**src/rtl/matrix_link_pkg.sv**
```systemverilog
// Shared definitions for the matrix serial link: command codes, bit-level FSM states, frame sizing.
package matrix_link_pkg;

  typedef enum logic [2:0] {
    A_NOP       = 3'd0,
    A_WRITE     = 3'd1,
    A_SEND_CELL = 3'd2,
    A_SEND_ROW  = 3'd3,
    A_SEND_COL  = 3'd4,
    A_SEND_ALL  = 3'd5,
    A_CLEAR     = 3'd6,
    A_ABORT     = 3'd7
  } action_e;

  typedef enum logic [2:0] {S_IDLE, S_START, S_DATA, S_PAR, S_STOP} tx_state_e;

  function automatic int frame_len(int data_w, int parity_en);
    return data_w + parity_en + 2;
  endfunction

  function automatic int idx_w(int n);
    return (n > 1) ? $clog2(n) : 1;
  endfunction

endpackage

```
**src/rtl/frame_serializer.sv**
```systemverilog
// One framed word onto the line: start, data LSB first, optional even parity, stop.
module frame_serializer import matrix_link_pkg::*; #(
  parameter int DATA_W       = 8,
  parameter int CLKS_PER_BIT = 4,
  parameter int PARITY_EN    = 1
) (
  input  logic              clk,
  input  logic              rst_n,
  input  logic              load,
  input  logic              abort,
  input  logic [DATA_W-1:0] word,
  output logic              tx,
  output logic              frame_done
);
  localparam int F  = frame_len(DATA_W, PARITY_EN);
  localparam int BW = idx_w(CLKS_PER_BIT);
  localparam int IW = idx_w(DATA_W);

  tx_state_e      state;
  logic [BW-1:0]  baud;
  logic [IW-1:0]  bit_idx;
  logic [F-1:0]   fr;
  logic [F-1:0]   frame_w;
  logic           bit_end;

  assign bit_end    = (baud == BW'(CLKS_PER_BIT - 1));
  // Combinational so the next frame can load on the same edge the stop bit ends.
  assign frame_done = (state == S_STOP) && bit_end;

  always_comb begin
    frame_w = '1;
    frame_w[0] = 1'b0;
    frame_w[DATA_W:1] = word;
    if (PARITY_EN != 0) frame_w[DATA_W+1] = ^word;
  end

  always_ff @(posedge clk or negedge rst_n) begin
    if (!rst_n) begin
      state   <= S_IDLE;
      tx      <= 1'b1;
      baud    <= '0;
      bit_idx <= '0;
      fr      <= '1;
    end else if (abort) begin
      state <= S_IDLE;
      tx    <= 1'b1;
      baud  <= '0;
    end else if (load) begin
      state   <= S_START;
      tx      <= frame_w[0];
      fr      <= frame_w;
      baud    <= '0;
      bit_idx <= '0;
    end else if (state != S_IDLE) begin
      if (bit_end) begin
        baud <= '0;
        fr   <= {1'b1, fr[F-1:1]};
        tx   <= fr[1];
        case (state)
          S_START: state <= S_DATA;
          S_DATA: begin
            if (bit_idx == IW'(DATA_W - 1)) state <= (PARITY_EN != 0) ? S_PAR : S_STOP;
            else bit_idx <= bit_idx + IW'(1);
          end
          S_PAR:   state <= S_STOP;
          default: begin
            state <= S_IDLE;
            tx    <= 1'b1;
          end
        endcase
      end else begin
        baud <= baud + BW'(1);
      end
    end
  end

endmodule

```
**src/rtl/matrix_burst_tx.sv**
```systemverilog
// ROWS x COLS cell store with command decode and a burst cursor feeding the frame serializer.
module matrix_burst_tx import matrix_link_pkg::*; #(
  parameter  int ROWS         = 2,
  parameter  int COLS         = 4,
  parameter  int DATA_W       = 8,
  parameter  int CLKS_PER_BIT = 4,
  parameter  int PARITY_EN    = 1,
  localparam int RW           = idx_w(ROWS),
  localparam int CW           = idx_w(COLS)
) (
  input  logic              clk,
  input  logic              rst_n,
  input  logic [DATA_W-1:0] d,
  input  logic [RW-1:0]     row,
  input  logic [CW-1:0]     col,
  input  logic [2:0]        action,
  output logic              tx,
  output logic              t_busy,
  output logic [DATA_W-1:0] t_cell,
  output logic              done,
  output logic              cmd_drop
);
  localparam int NA = ROWS * COLS;
  localparam int NW = idx_w(NA);

  logic [ROWS-1:0][COLS-1:0][DATA_W-1:0] mem;
  action_e           act, kind;
  logic              row_ok, col_ok, is_send, send_ok, start, abort, more, frame_done, load;
  logic [RW-1:0]     cur_r, first_r, nxt_r;
  logic [CW-1:0]     cur_c, first_c, nxt_c;
  logic [NW-1:0]     cnt, n_last, first_last;
  logic [DATA_W-1:0] word;

  assign act    = action_e'(action);
  assign row_ok = int'(row) < ROWS;
  assign col_ok = int'(col) < COLS;
  assign t_cell = (row_ok && col_ok) ? mem[row][col] : '0;

  always_comb begin
    first_r    = row;
    first_c    = col;
    first_last = '0;
    send_ok    = 1'b0;
    is_send    = 1'b1;
    case (act)
      A_SEND_CELL: send_ok = row_ok && col_ok;
      A_SEND_ROW: begin
        first_c    = '0;
        first_last = NW'(COLS - 1);
        send_ok    = row_ok;
      end
      A_SEND_COL: begin
        first_r    = '0;
        first_last = NW'(ROWS - 1);
        send_ok    = col_ok;
      end
      A_SEND_ALL: begin
        first_r    = '0;
        first_c    = '0;
        first_last = NW'(NA - 1);
        send_ok    = 1'b1;
      end
      default: is_send = 1'b0;
    endcase
  end

  // Cursor of the frame that follows the one currently on the line.
  always_comb begin
    nxt_r = cur_r;
    nxt_c = cur_c;
    case (kind)
      A_SEND_ROW: nxt_c = cur_c + CW'(1);
      A_SEND_COL: nxt_r = cur_r + RW'(1);
      A_SEND_ALL: begin
        if (int'(cur_c) == COLS - 1) begin
          nxt_c = '0;
          nxt_r = cur_r + RW'(1);
        end else begin
          nxt_c = cur_c + CW'(1);
        end
      end
      default: ;
    endcase
  end

  assign abort = (act == A_ABORT) && t_busy;
  assign start = is_send && send_ok && !t_busy;
  assign more  = (cnt != n_last);
  assign load  = start || (t_busy && frame_done && more && !abort);
  assign word  = start ? mem[first_r][first_c] : mem[nxt_r][nxt_c];

  always_ff @(posedge clk or negedge rst_n) begin
    if (!rst_n) mem <= '0;
    else if (act == A_CLEAR) mem <= '0;
    else if (act == A_WRITE && row_ok && col_ok) mem[row][col] <= d;
  end

  always_ff @(posedge clk or negedge rst_n) begin
    if (!rst_n) begin
      t_busy   <= 1'b0;
      done     <= 1'b0;
      cmd_drop <= 1'b0;
      kind     <= A_NOP;
      cur_r    <= '0;
      cur_c    <= '0;
      cnt      <= '0;
      n_last   <= '0;
    end else begin
      done     <= 1'b0;
      cmd_drop <= is_send && (t_busy || !send_ok);
      if (abort) begin
        t_busy <= 1'b0;
      end else if (start) begin
        t_busy <= 1'b1;
        kind   <= act;
        cur_r  <= first_r;
        cur_c  <= first_c;
        cnt    <= '0;
        n_last <= first_last;
      end else if (t_busy && frame_done) begin
        if (more) begin
          cur_r <= nxt_r;
          cur_c <= nxt_c;
          cnt   <= cnt + NW'(1);
        end else begin
          t_busy <= 1'b0;
          done   <= 1'b1;
        end
      end
    end
  end

  frame_serializer #(
    .DATA_W(DATA_W), .CLKS_PER_BIT(CLKS_PER_BIT), .PARITY_EN(PARITY_EN)
  ) u_ser (
    .clk(clk), .rst_n(rst_n), .load(load), .abort(abort),
    .word(word), .tx(tx), .frame_done(frame_done)
  );

endmodule

```
**config.mk**
```make
export PLATFORM = sky130hd
export DESIGN_NAME = matrix_burst_tx
export DESIGN_NICKNAME = d
export VERILOG_FILES = /design/src/rtl/matrix_link_pkg.sv /design/src/rtl/frame_serializer.sv /design/src/rtl/matrix_burst_tx.sv
export SDC_FILE = /design/constraint.sdc
export NUM_CORES = 1
export LEC_CHECK = 0
export CORE_MARGIN = 2
export CORE_UTILIZATION = 65
export CTS_BUF_LIST = sky130_fd_sc_hd__clkbuf_8
export CTS_CLUSTER_SIZE = 16
export DETAILED_ROUTE_END_ITERATION = 12
export DONT_BUFFER_PORTS = 1
export GPL_TIMING_DRIVEN = 0
export PLACE_DENSITY = 0.81
export SLEW_MARGIN = 40
export SYNTH_ARGS = -nofsm -noshare
export SYNTH_HDL_FRONTEND = slang
export SYNTH_SLANG_ARGS = --single-unit
```
**constraint.sdc**
```tcl
create_clock -name clk -period 3.78 [get_ports clk]
set_clock_uncertainty 0.1 [all_clocks]
set_input_delay 0.756 -clock clk [delete_from_list [all_inputs] [get_ports clk]]
set_output_delay 0.756 -clock clk [all_outputs]
set_load 0.1 [all_outputs]
```
==> impl_metrics.json <==
{
  "cts_max_level": 3,
  "flow.area_growth_from_synthesis_pct": 7.05,
  "cts_setup_buffers": 0,
  "clock_latency_on_the_worst_skew_pair_ns": 0.38,
  "antenna_violations_before_repair": 0,
  "fp.coreArea_um2": 9280,
  "required_arrival_time_at_the_worst_endpoint_ns": 2.92,
  "final_period_minus_worst_setup_slack_ns": 3.64,
  "initial_utilization_pct": 67.3,
  "count_of_max_cap_constraint_violations": 0,
  "placed_cell_area_um2": 6460,
  "dieWidth_um": 102,
  "critical_path.max_stage_delay_ns": 0.57,
  "hold_viol": 0,
  "detail_route.drc_violations": 0,
  "clk_pin_slew_worst_paths_ns": 0.11,
  "startpoint_class": "primary input",
  "tightest_slew_ns": 0.883,
  "routed_wirelength_mm": 19.4,
  "hp-class": "primary input to asynchronous set/reset pin",
  "dieHeight_um": 102,
  "synth.net_count": 770,
  "first_iter_violations": 713,
  "edff_count_synth": 0,
  "drt-vias-per-instance": 6.65,
  "minimum_setup_slack_after_placement_ns": -0.264,
  "totalNegativeSetupSlack_ns": 0,
  "leak_pwr_nw": 3.01,
  "slew_headroom_pct": 41.1,
  "synth_cell_type_count": 60,
  "cellPowerDensity_nw_per_um2": 509,
  "timing.critical_path.slowest_stage_cell": "sky130_fd_sc_hd__clkbuf_1",
  "clock_sinks": 97,
  "crit_fanout": 10,
  "post_synth_main_area_contributors": "sky130_fd_sc_hd__dfrtp_1, sky130_fd_sc_hd__mux2i_1, sky130_fd_sc_hd__nand2_1",
  "clock.fmax_mhz": 275,
  "std_cell_rows": 35,
  "first_pass_grt_wire_length_mm": 30.1,
  "crit_chain": "clkbuf_1, clkbuf_1, mux2i_1, nor2_1, a31oi_1, nor2_1, a221o_2",
  "drt_pass1_iterations": 6,
  "postLayoutSetupSlackWorst_ns": 0.138,
  "max_buffers_root_to_sink": 2,
  "postSynth.asyncResetShare_pct": 100,
  "vdd.ir_drop.worst_uv": 397,
  "die_area_um2": 10400,
  "synth.ff_latch_count": 97,
  "share_of_the_synthesized_area_in_the_top_cell_type_pct": 34.9,
  "post-dp-hpwl_mm": 13.8,
  "clock_tree_from_tritoncts": "built",
  "vias_in_the_first_global_route": 5595,
  "report.final.slew_viol_count": 0,
  "numPortBuffers": 0,
  "syn-mean-instance-area_um2": 8.34,
  "synth_area_um2": 6240,
  "drive_above_1_share_pct": 10.6,
  "grt_max_degree": 88,
  "synthDominantAreaCellType": "sky130_fd_sc_hd__dfrtp_1",
  "ys_dominant_reg_cell": "sky130_fd_sc_hd__dfrtp_1",
  "result_of_the_run": "finished clean",
  "avgRoutedWirePerCell_um": 21.7,
  "crit_path_end_kind": "output port",
  "clock-root-buffer": "sky130_fd_sc_hd__clkbuf_8",
  "finalWeightedCongestion": 1.11,
  "arrival_worst_endpoint_ns": 2.79,
  "detailroute.via_count": 5955,
  "gr-usage-all-layers_pct": 38.5,
  "synthesis.instances": 749,
  "design_area_um2": 6680,
  "path_buf_inv": 2,
  "ioPinCount": 28,
  "part_of_the_cycle_the_worst_path_needs_pct": 96.4,
  "synth_sequential_area_ratio_pct": 39.1,
  "path_class": "primary input to output port",
  "insertedDiodeCount": 0,
  "drt.antenna.violating_nets": 0,
  "fin_nets": 783,
  "num_cts_buffers": 9,
  "kind_of_cell_adding_the_most_delay_to_the_critical_path": "buffers and inverters",
  "leftover_overflow_at_the_end_of_global_routing": 0,
  "synthesis.yosys.warnings": 0,
  "rsz0062_at_grt": "false",
  "setup_violations": 0
}
[routing by layer]
layer	vias up	part of all wire (%)	global-route usage [%]	wire length (µm)
met1	2831	40	51.6	7690
met5	-	0	0	0
met2	389	47	62.0	9070
li1	2653	-	-	-
met4	0	3.8	16.2	728
met3	82	9.8	6.84	1910
[area by class of cell]
class / instances / area (µm²)
multi-input cells: 587 / 3560
fillers: 755 / 2600
clock buffers: 10 / 138
repair buffers: 2 / 35.0
clock inverters: 6 / 50.0
plain buffers: 55 / 260
well taps: 129 / 161
flip-flops and latches: 97 / 2440
inverters: 10 / 37.5
[cells by family after synthesis]
group | Yosys count | share of synthesized area (%)
buffers and inverters | 65 | 4.65
AOI/OAI and AO/OA | 157 | 16.2
adders and majority gates | 5 | 1.00
muxes | 78 | 13.6
xor gates and xnor gates | 16 | 2.69
DFF | 97 | 39.1
and+or+nand+nor | 331 | 22.8
[synth_stat cells (all sizes together) (5+ instances only)]
library cell and number:
a211oi 6, a32oi 8, buf 18, xor2 9, o21ai 21, nor2 103, nor2b 5, nand3 47
a311oi 5, a21oi 66, mux2i 60, xnor2 5, clkbuf 37, mux2 14, dfrtp 87, dfstp 10
inv 10, and2 7, ha 5, o22ai 13, a31oi 8, nand2 140, nor3 9
[where the power goes]
group	switching (mW)	internal (mW)
logic	0.788	0.539
clock network	0.406	0.267
registers	0.179	1.22
total	1.37	2.03
[state kept, by name, summed over array words and instances, names as in the netlist]
signal / cells
u_ser.fr: 9
cur_c: 2
cur_r: 1
kind: 3
mem: 64
cnt: 3
n_last: 3
u_ser.tx: 1
u_ser.bit_idx: 3
u_ser.state: 3
t_busy: 1
done: 1
cmd_drop: 1
u_ser.baud: 2
[through the flow]
step	hold WS (ns)	util [%]	instances	power (mW)
detailed placement	0.362	69.5	879	2.69
floorplan	0.360	-	749	2.38
global route	0.0953	72.0	896	3.57
global placement	0.362	69.1	878	2.64
CTS	0.105	71.9	896	3.37
finish	0.107	72.0	896	3.40
[cell usage in the layout, fill, tap and decap left out, drive strengths merged, types with 5 or more instances in the layout]
| cell | instances |
|---|---|
| mux2i | 60 |
| nor3 | 9 |
| nand3 | 47 |
| nor2b | 5 |
| a211oi | 6 |
| ha | 5 |
| a311oi | 5 |
| dfrtp | 87 |
| a32oi | 8 |
| o22ai | 13 |
| and2 | 7 |
| a31oi | 8 |
| dfstp | 10 |
| xnor2 | 5 |
| buf | 20 |
| xor2 | 9 |
| inv | 13 |
| a21oi | 66 |
| nor2 | 103 |
| mux2 | 14 |
| o21ai | 21 |
| nand2 | 140 |
| clkbuf | 47 |
[worst register-to-register path, stage by stage (launching register included)]
cell	delay (ns)
sky130_fd_sc_hd__dfrtp_1	0.42
sky130_fd_sc_hd__ha_1	0.21
sky130_fd_sc_hd__or3b_4	0.42
sky130_fd_sc_hd__a211o_4	0.40
sky130_fd_sc_hd__nand2_4	0.20
sky130_fd_sc_hd__buf_6	0.20
sky130_fd_sc_hd__mux2_1	0.34
sky130_fd_sc_hd__o22ai_1	0.18
sky130_fd_sc_hd__a31oi_1	0.07
sky130_fd_sc_hd__nand2_1	0.20
sky130_fd_sc_hd__xor2_1	0.22
sky130_fd_sc_hd__xnor3_1	0.34
sky130_fd_sc_hd__o22a_1	0.18
[worst paths after layout]
| kind | slack, ns | to | from | depth (start not counted) |
|---|---|---|---|---|
| max | 0.14 | t_cell[7] | col[0] | 7 |
| min | 0.11 | u_ser.tx$_DFFE_PN1P_ | rst_n | 0 |
| max reg2reg | 0.24 | u_ser.fr[9]$_DFFE_PN1P_ | cur_c[1]$_DFFE_PN0P_ | 12 |
| min reg2reg | 0.39 | u_ser.fr[8]$_DFFE_PN1P_ | u_ser.fr[9]$_DFFE_PN1P_ | 2 |
| max in group asynchronous | 3.05 | mem[56]$_DFFE_PN0P_ | rst_n | 1 |
| min in group clk | 0.39 | u_ser.fr[8]$_DFFE_PN1P_ | u_ser.fr[9]$_DFFE_PN1P_ | 2 |
[repair_timing]
item,CTS,global route
pin swaps,1,1
hold buffers,1,0
setup endpoints to repair,7,3
endpoints found under the hold margin,87,0
gates resized for setup,3,7
No activity file was read; power rests on OpenSTA's default activity.
